$ cat src/rtl/adder_arb_pkg.sv
// Shared types and widths for the shared-adder arbiter.
// Payload structs use the package widths; the top's DATA_W/NREQ defaults match them.
package adder_arb_pkg;

    localparam int unsigned ARB_DATA_W = 24;
    localparam int unsigned ARB_NREQ   = 4;
    localparam int unsigned ARB_ID_W   = $clog2(ARB_NREQ);
    localparam int unsigned FLAG_W     = 4;

    typedef struct packed {
        logic n;
        logic z;
        logic c;
        logic v;
    } flags_t;

    typedef struct packed {
        logic [ARB_ID_W-1:0]   id;
        logic [ARB_DATA_W-1:0] a;
        logic [ARB_DATA_W-1:0] b;
        logic                  sub;
    } op_t;

    typedef struct packed {
        logic [ARB_ID_W-1:0]   id;
        logic [ARB_DATA_W-1:0] r;
        flags_t                flags;
    } res_t;

endpackage

$ cat src/rtl/adder_nzcv.sv
// N-bit add/sub with NZCV flags; subtract is A + ~B + 1.
module adder_nzcv
    import adder_arb_pkg::*;
#(
    parameter int unsigned N = 24
) (
    input  logic [N-1:0] a,
    input  logic [N-1:0] b,
    input  logic         sub,
    output logic [N-1:0] r,
    output flags_t       flags
);

    logic [N-1:0] b_eff;
    logic [N:0]   sum;

    always_comb begin
        b_eff   = sub ? ~b : b;
        sum     = {1'b0, a} + {1'b0, b_eff} + (N+1)'(sub);
        r       = sum[N-1:0];
        flags.n = sum[N-1];
        flags.z = ~|sum[N-1:0];
        flags.c = sum[N];
        // Operands of equal effective sign producing a result of the other sign
        flags.v = (a[N-1] == b_eff[N-1]) && (sum[N-1] != a[N-1]);
    end

endmodule

$ cat src/rtl/rr_arbiter.sv
// Round-robin arbiter: first requester at or above ptr (wrapping) wins.
module rr_arbiter #(
    parameter int unsigned  NREQ = 4,
    localparam int unsigned ID_W = $clog2(NREQ)
) (
    input  logic [NREQ-1:0] req,
    input  logic [ID_W-1:0] ptr,
    output logic [NREQ-1:0] grant,
    output logic [ID_W-1:0] grant_idx,
    output logic            any_grant
);

    logic [ID_W-1:0] idx;

    always_comb begin
        grant     = '0;
        grant_idx = '0;
        any_grant = 1'b0;
        idx       = '0;
        for (int unsigned k = 0; k < NREQ; k++) begin
            idx = ID_W'((32'(ptr) + k) % NREQ);
            if (!any_grant && req[idx]) begin
                grant[idx] = 1'b1;
                grant_idx  = idx;
                any_grant  = 1'b1;
            end
        end
    end

endmodule

$ cat src/rtl/adder_share_arbiter.sv
// One add/sub unit shared round-robin between NREQ requesters, 2-stage pipeline.
// Optional ADDER_ARB_BACKPRESSURE_EN adds rsp_ready and stalls the pipeline on it.
module adder_share_arbiter
    import adder_arb_pkg::*;
#(
    parameter int unsigned  DATA_W = ARB_DATA_W,
    parameter int unsigned  NREQ   = ARB_NREQ,
    localparam int unsigned ID_W   = $clog2(NREQ)
) (
    input  logic                   clk,
    input  logic                   rst,
    input  logic [NREQ-1:0]        req_valid,
    output logic [NREQ-1:0]        req_ready,
    input  logic [NREQ*DATA_W-1:0] req_a,
    input  logic [NREQ*DATA_W-1:0] req_b,
    input  logic [NREQ-1:0]        req_sub,
    output logic [NREQ-1:0]        rsp_valid,
    output logic [DATA_W-1:0]      rsp_r,
    output logic [FLAG_W-1:0]      rsp_flags
`ifdef ADDER_ARB_BACKPRESSURE_EN
    ,
    input  logic [NREQ-1:0]        rsp_ready
`endif
);

    logic [ID_W-1:0]   ptr;
    logic [ID_W-1:0]   ptr_nxt;
    logic [NREQ-1:0]   grant;
    logic [ID_W-1:0]   grant_idx;
    logic              any_grant;
    logic              xfer;
    logic              op_valid;
    op_t               op_q;
    logic              res_valid;
    res_t              res_q;
    logic              res_stall;
    logic              res_adv;
    logic              op_adv;
    logic [DATA_W-1:0] add_r;
    flags_t            add_flags;
    flags_t            res_flags;

    rr_arbiter #(.NREQ(NREQ)) u_rr (
        .req       (req_valid),
        .ptr       (ptr),
        .grant     (grant),
        .grant_idx (grant_idx),
        .any_grant (any_grant)
    );

    adder_nzcv #(.N(DATA_W)) u_add (
        .a     (op_q.a),
        .b     (op_q.b),
        .sub   (op_q.sub),
        .r     (add_r),
        .flags (add_flags)
    );

    // Pipeline advance: result stage stalls only on backpressure, op stage when it cannot drain
    always_comb begin
`ifdef ADDER_ARB_BACKPRESSURE_EN
        res_stall = res_valid && !rsp_ready[res_q.id];
`else
        res_stall = 1'b0;
`endif
        res_adv   = !res_stall;
        op_adv    = !op_valid || res_adv;
        req_ready = grant & {NREQ{op_adv && !rst}};
        xfer      = any_grant && op_adv;
        ptr_nxt   = (grant_idx == ID_W'(NREQ-1)) ? '0 : grant_idx + ID_W'(1);
    end

    // Zero flag taken from the full-width result here rather than from the adder
    always_comb begin
        res_flags   = add_flags;
        res_flags.z = ~|add_r;
    end

    always_ff @(posedge clk or posedge rst) begin
        if (rst) begin
            ptr       <= '0;
            op_valid  <= 1'b0;
            op_q      <= '0;
            res_valid <= 1'b0;
            res_q     <= '0;
        end else begin
            if (op_adv) begin
                op_valid <= xfer;
                if (xfer) begin
                    op_q.id  <= grant_idx;
                    op_q.a   <= req_a[grant_idx*DATA_W +: DATA_W];
                    op_q.b   <= req_b[grant_idx*DATA_W +: DATA_W];
                    op_q.sub <= req_sub[grant_idx];
                end
            end
            if (xfer) begin
                ptr <= ptr_nxt;
            end
            if (res_adv) begin
                res_valid <= op_valid;
                if (op_valid) begin
                    res_q.id    <= op_q.id;
                    res_q.r     <= add_r;
                    res_q.flags <= res_flags;
                end
            end
        end
    end

    assign rsp_valid = res_valid ? (NREQ'(1) << res_q.id) : '0;
    assign rsp_r     = res_q.r;
    assign rsp_flags = res_q.flags;

endmodule

$ cat config.mk
export PLATFORM = sky130hd
export DESIGN_NAME = adder_share_arbiter
export DESIGN_NICKNAME = d
export VERILOG_FILES = /design/src/rtl/adder_arb_pkg.sv /design/src/rtl/adder_nzcv.sv /design/src/rtl/rr_arbiter.sv /design/src/rtl/adder_share_arbiter.sv
export SDC_FILE = /design/constraint.sdc
export NUM_CORES = 1
export LEC_CHECK = 0
export CAP_MARGIN = 0
export CORE_ASPECT_RATIO = 0.75
export CORE_UTILIZATION = 47
export CTS_CLUSTER_DIAMETER = 120
export CTS_CLUSTER_SIZE = 16
export DETAILED_ROUTE_END_ITERATION = 8
export PLACE_DENSITY_LB_ADDON = 0.15
export SKIP_LAST_GASP = 1
export SLEW_MARGIN = 20
export SYNTH_ARGS = -nofsm -noshare
export SYNTH_HDL_FRONTEND = slang
export SYNTH_HIERARCHICAL = 1
export SYNTH_SLANG_ARGS = --single-unit
$ cat constraint.sdc
create_clock -name clk -period 4.1 [get_ports clk]
set_input_delay 1.23 -clock clk [delete_from_list [all_inputs] [get_ports clk]]
set_output_delay 1.23 -clock clk [all_outputs]
set_load 0.02 [all_outputs]
==> flow_summary.rst, run 1 <==
.. list-table::
   :header-rows: 1

   * - Metric
     - Value
   * - Result of the run
     - completed
   * - CTS Root Cell
     - clkbuf_16
   * - Layout overhead on the synthesized area
     - 41.15%
   * - Die Y
     - ~110 um
   * - Share of layout cells above drive strength 1
     - about a quarter
   * - Actual transition at the worst max-transition pin
     - between 0.7 and 0.8 ns
   * - Number of H-tree levels
     - 3
   * - Clock buffer count from CTS
     - 9
   * - Number of nets in the finished design
     - between 900 and 1000
   * - Initial detailed-routing violation count
     - 271
   * - Count of maximum capacitance violations
     - 0
   * - Tcrit/Tclk final
     - between 90% and 100%
   * - Type of the worst setup path
     - primary input to primary output
   * - Pin count of the biggest net entering global routing
     - 55
   * - GRT Total Usage
     - 25.47%
   * - Overall die area
     - 14880 sq um
   * - Number of buffers inserted for hold repair after clock tree synthesis
     - 0
   * - Ports placed on the boundary
     - 238
   * - Buffers on Ports
     - 237
   * - CTS tree
     - done
   * - Detailed Route WL
     - 18.16 mm
   * - Final hold violations
     - 0
   * - FF-to-FF setup slack
     - roughly 0.42 ns
   * - Syn Inst Count
     - 535
   * - Share of the core filled with cells
     - 68.73%
   * - Crit path DAT
     - 2.86 ns
   * - Fill cell total of the finished layout
     - between 1000 and 1500
   * - Sort of element at the end of the critical path
     - primary output
   * - Clk_skew
     - 0.005637 ns
   * - Post-synthesis average cell area
     - 12.64 sq um
   * - Sinks on Clock Net
     - 85
   * - Detailed-route wire length per cell
     - 19.55 um
   * - Post-route minimum period
     - 4.087 ns
   * - Required time of the critical path
     - 2.87 ns
   * - Setup slack of the critical path after layout
     - between 0.01 and 0.015 ns
   * - Setup violators final
     - 0
   * - Combined area of all synthesized cells
     - 6763 sq um
   * - Relative slew slack
     - 47.70%
   * - Number of global-route vias before repair
     - 5466
   * - Largest buffer count on any clock path
     - 2
   * - Count of synthesis-stage warnings from yosys
     - 6
   * - Final Slew Violations
     - 0
   * - Post-route standard cell area excluding fillers
     - between 9000 and 10000 sq um
   * - Clock network latency to the later pin of the worst-skew pair
     - 0.34 ns
   * - Vias after detailed routing
     - 5294
   * - Standard cell core area
     - 13890 sq um
   * - Cell Rows
     - 37
   * - Number of antenna violations at the first check in global routing
     - 0
   * - DR DRC count
     - 0
   * - Count of nets left with antenna violations after detail routing
     - 0
   * - Hold Worst Slack
     - between 0.5 and 0.6 ns
   * - Highest clock rate
     - approximately 240 MHz
   * - Final antenna diode count
     - 0
   * - Setup repair after global routing missed its margin
     - true
   * - Global route total overflow
     - 0
   * - First-pass GRT wire length
     - 29.06 mm
   * - Clock-pin slew on the worst setup and hold paths
     - 0.06 ns
   * - GP Congestion
     - between 0.8 and 0.9
   * - Pre-CTS worst setup slack
     - -0.8442 ns
   * - Die X
     - 140.5 um
   * - Type of the worst min-delay path
     - flip-flop to flip-flop
   * - Setup crit start kind
     - primary input
   * - Pre-Repair DR Iteration Count
     - 5
   * - Vias per std cell
     - 5.699
   * - Post-synthesis net count
     - 768
   * - Maximum fanout encountered on the critical timing path
     - 5
   * - HPWL after detailed placement
     - 14.95 mm
   * - Starting density of the core
     - 48.69%
   * - Placed instance area
     - around 9000 sq um
path summary, 6_finish.rpt:
| kind | depth (start not counted) | endpoint | startpoint |
|---|---|---|---|
| worst max-delay path | 9 | req_ready[2] | req_valid[3] |
| worst min-delay path | 1 | rsp_r[20] | rsp_r[20] |
| worst max register to register | 14 | rsp_flags[2] | op_q[0] |
| worst min register to register | 1 | rsp_r[20] | rsp_r[20] |
| max in group asynchronous | 3 | op_q[36] | rst |
| min in group asynchronous | 2 | op_q[15] | rst |
what timing repair did:
action | 4_1_cts | 5_1_grt
resized for setup | 45 | 2
pin swaps | 1 | 1
setup buffers | 5 | 1
setup endpoints to repair | 4 | 4
cell type report:
class	instances	area [sq um]	share of cell area (%)
clock buffers	9	225.2	2.359
clock inverters	6	112.6	1.180
inverters	12	46.29	0.4850
multi-input cells	377	4151	43.49
flip-flops and latches	85	2127	22.28
well taps	175	219.0	2.294
repair buffers	265	2664	27.91
placed cells by master, fill, tap and decap left out, drive strengths merged, types with 11 or more instances in the layout:
master / count
o21ai: 17
nand2: 18
ha: 30
nor2: 18
buf: 36
dfrtp: 85
a21o: 12
mux2: 84
mux4: 53
inv: 11
a21oi: 21
clkdlybuf4s50: 229
xor2: 35
sequential cells by signal, indices dropped and copies added (netlist names):
signal     flops
rsp_r         24
ptr            2
res_q          2
op_valid       1
rsp_flags      4
op_q          51
res_valid      1
worst max-delay path, stage by stage:
cell	delay [ns]
buf_6	0.10
mux4_2	0.50
nor4b_4	0.31
buf_4	0.16
buf_4	0.09
a22oi_1	0.05
o21ai_1	0.10
nor2b_2	0.18
buf_6	0.13
per-stage QoR:
stage	cells	TNS, ns
2_1_floorplan	535	0
3_3_place_gp	908	-5.395
3_5_place_dp	908	-9.483
4_1_cts	928	0
5_1_grt	929	-0.09276
6_report	929	0
routing by layer:
layer / global-route usage, % / share of wire, % / wire length (um)
met5: 0 / 0 / 0
met4: 6.832 / 1.6 / 287
met3: 5.134 / 5.0 / 913
met2: 41.50 / 48 / 8756
met1: 34.66 / 45 / 8202
Power of run 1 is left out: the tool's default activity adds up to more than one toggle a clock period on the data nets, which glitch-free logic cannot reach.
==> run 2: changes to the inputs <==
Settings changed: CTS_BUF_LIST set to sky130_fd_sc_hd__clkbuf_4 sky130_fd_sc_hd__clkbuf_8 sky130_fd_sc_hd__clkbuf_16.
==> results of run 2 <==
No change in the layout: final DEF, timing and power equal those of run 1.
Power of run 2 is left out for the same reason.
==> run 3: changes to the inputs <==
Settings changed: CORE_ASPECT_RATIO 0.75 to 1.25, RECOVER_POWER set to 25, TNS_END_PERCENT set to 50.
==> run 3 against run 2 <==
Effect of this change: die area barely moved; critical endpoint is now req_ready[3]; highest routed layer unchanged; cell count shrank 0.65%; worst setup slack better by 0.049 ns; largest cell class unchanged; final area down 0.22%; global-route usage shrank 0.71 points.
==> flow_summary.rst, run 3 (synthesis gave the netlist of run 1 again) <==
.. list-table::
   :header-rows: 1

   * - Metric
     - Value
   * - Critical Path Source
     - req_valid[1]
   * - Critical-path top delay cell
     - mux4_2
   * - Clock network latency to the later pin of the worst-skew pair
     - 0.35 ns
   * - First-pass GRT wire length
     - 27.92 mm
   * - Worst reg2reg endpoint
     - rsp_flags[2]
   * - Relative slew slack
     - 21.59%
   * - HPWL after detailed placement
     - between 10 and 15 mm
   * - Crit path DAT
     - 2.81 ns
   * - Pin count of the biggest net entering global routing
     - 55
   * - Clock-pin slew on the worst setup and hold paths
     - 0.05 ns
   * - Setup violators final
     - 0
   * - Maximum fanout encountered on the critical timing path
     - 5
   * - Detailed-route wire length per cell
     - ~19 um
   * - Longest individual stage delay on the worst path
     - 0.52 ns
   * - Vias after detailed routing
     - just over 5000
   * - Vias per std cell
     - around 5.6
   * - Max reg flops
     - 51
   * - Number of antenna violations at the first check in global routing
     - 0
   * - Result of the run
     - completed
   * - Cell breakdown of the critical path
     - buf_2 -> mux4_2 -> buf_6 -> and2b_2 -> a22oi_1 -> o21ai_1 -> nor2b_2 -> buf_4
   * - Type of the worst min-delay path
     - flip-flop to flip-flop
   * - Worst path depth
     - 8
   * - Highest clock rate
     - between 200 and 250 MHz
   * - Type of the worst setup path
     - primary input to primary output
   * - Commonest non-fill, non-tap cell in the layout
     - clkdlybuf4s50_1
   * - Final hold violations
     - 0
   * - Final Slew Violations
     - 0
   * - Pre-Repair DR Iteration Count
     - 4
   * - Register bank with the most flops
     - op_q
   * - Setup repair after global routing missed its margin
     - true
   * - Launch instance of the worst register-to-register path
     - op_q[0]
   * - Post-route standard cell area excluding fillers
     - 9524 sq um
   * - Count of maximum capacitance violations
     - 0
   * - Number of buffer and inverter instances along the worst setup path
     - 3
   * - Ports placed on the boundary
     - around 240
   * - Worst setup path endpoint
     - req_ready[3]
   * - Sinks on Clock Net
     - 85
   * - Initial detailed-routing violation count
     - between 200 and 250
   * - Global route total overflow
     - 0
   * - Setup crit start kind
     - primary input
   * - Detailed Route WL
     - 17.46 mm
   * - Required time of the critical path
     - about 2.9 ns
   * - GP Congestion
     - 0.7951
   * - Number of buffers inserted for hold repair after clock tree synthesis
     - 0
   * - CTS Root Cell
     - clkbuf_16
   * - Number of global-route vias before repair
     - 5537
   * - Path depth of the worst reg2reg path
     - 14
   * - Count of nets left with antenna violations after detail routing
     - 0
   * - Clock buffer count from CTS
     - 9
   * - Final antenna diode count
     - 0
   * - Clk_skew
     - 0.007042 ns
   * - Share of layout cells above drive strength 1
     - 26.87%
   * - Die X
     - 109.3 um
   * - Tcrit/Tclk final
     - 98.49%
   * - Die Y
     - roughly 140 um
   * - Buffers on Ports
     - 237
   * - Post-route minimum period
     - approximately 4.0 ns
   * - DR DRC count
     - 0
   * - Cell Rows
     - 48
   * - Placed instance area
     - 9139 sq um
   * - Standard cell core area
     - 13930 sq um
   * - Layout overhead on the synthesized area
     - 40.83%
   * - Sort of element at the end of the critical path
     - primary output
   * - GRT Total Usage
     - between 20 and 25%
   * - FF-to-FF setup slack
     - 0.42 ns
   * - Starting density of the core
     - 48.54%
   * - CP top delay family
     - multiplexers
   * - Top library cells by usage in the layout, fill and taps aside
     - clkdlybuf4s50_1 (229), dfrtp_1 (85), mux4_2 (52)
   * - Number of H-tree levels
     - 3
   * - Number of nets in the finished design
     - 976
   * - Largest buffer count on any clock path
     - 2
   * - CTS tree
     - done
   * - Actual transition at the worst max-transition pin
     - 1.176 ns
   * - Overall die area
     - between 10000 and 15000 sq um
==> run 3: stage by stage <==
stage / util [%] / hold slack [ns] / TNS [ns] / cells / setup WS, ns
2_1_floorplan: - / 0.4011 / 0 / 535 / 0.1951
3_3_place_gp: 65.59 / 0.4889 / -3.855 / 905 / -0.7365
3_5_place_dp: 65.59 / 0.4939 / -7.100 / 905 / -0.8291
4_1_cts: 68.16 / 0.5070 / 0 / 923 / 0.05992
5_1_grt: 68.35 / 0.5187 / -0.02849 / 923 / -0.01096
6_report: 68.35 / 0.5046 / 0 / 923 / 0.06195
==> run 3: area by class of cell <==
class / count / area [sq um]
clock inverter: 3 / 90.09
fill: 1048 / 4409
tap: 175 / 219.0
inverter: 12 / 46.29
timing repair buffer: 258 / 2586
sequential: 85 / 2127
multi-input combinational: 377 / 4182
clock buffer: 13 / 274.0
==> run 3: repair_timing <==
item	in CTS	in global routing
setup buffers	2	0
gates resized for setup	45	8
endpoints found under the setup margin	4	4
pin swaps	2	1
==> run 3: how the worst min path moves through the flow <==
stage,startpoint,to,slack (ns),depth (start not counted)
after floorplan,op_valid,res_valid,0.40,0
after global placement,rsp_r[20],rsp_r[20],0.49,1
after detailed placement,rsp_r[23],rsp_r[23],0.49,1
after CTS,rsp_r[23],rsp_r[23],0.51,1
after global routing,op_q[50],op_q[50],0.52,1
final,op_q[50],op_q[50],0.50,1
==> run 3: worst reg2reg max path: stages (launching register included) <==
cell and delay (ns):
dfrtp_1 0.55, buf_4 0.36, xor2_1 0.19, ha_1 0.32, a21o_1 0.21, a2111oi_0 0.45, nand2_1 0.15, nand3_1 0.15
a31oi_1 0.13, a21o_1 0.21, a21oi_2 0.18, xnor2_1 0.15, nor4b_1 0.26, nand4_1 0.13, o22ai_1 0.13
==> run 3: per-layer routing <==
metal	global-route usage (%)	part of all wire (%)	vias to the layer above
met1	30.46	40	2589
met2	43.26	53	172
met4	7.111	1.6	0
met5	0	0	-
li1	-	-	2416
met3	5.321	5.3	20
Power of run 3 is left out for the same reason.
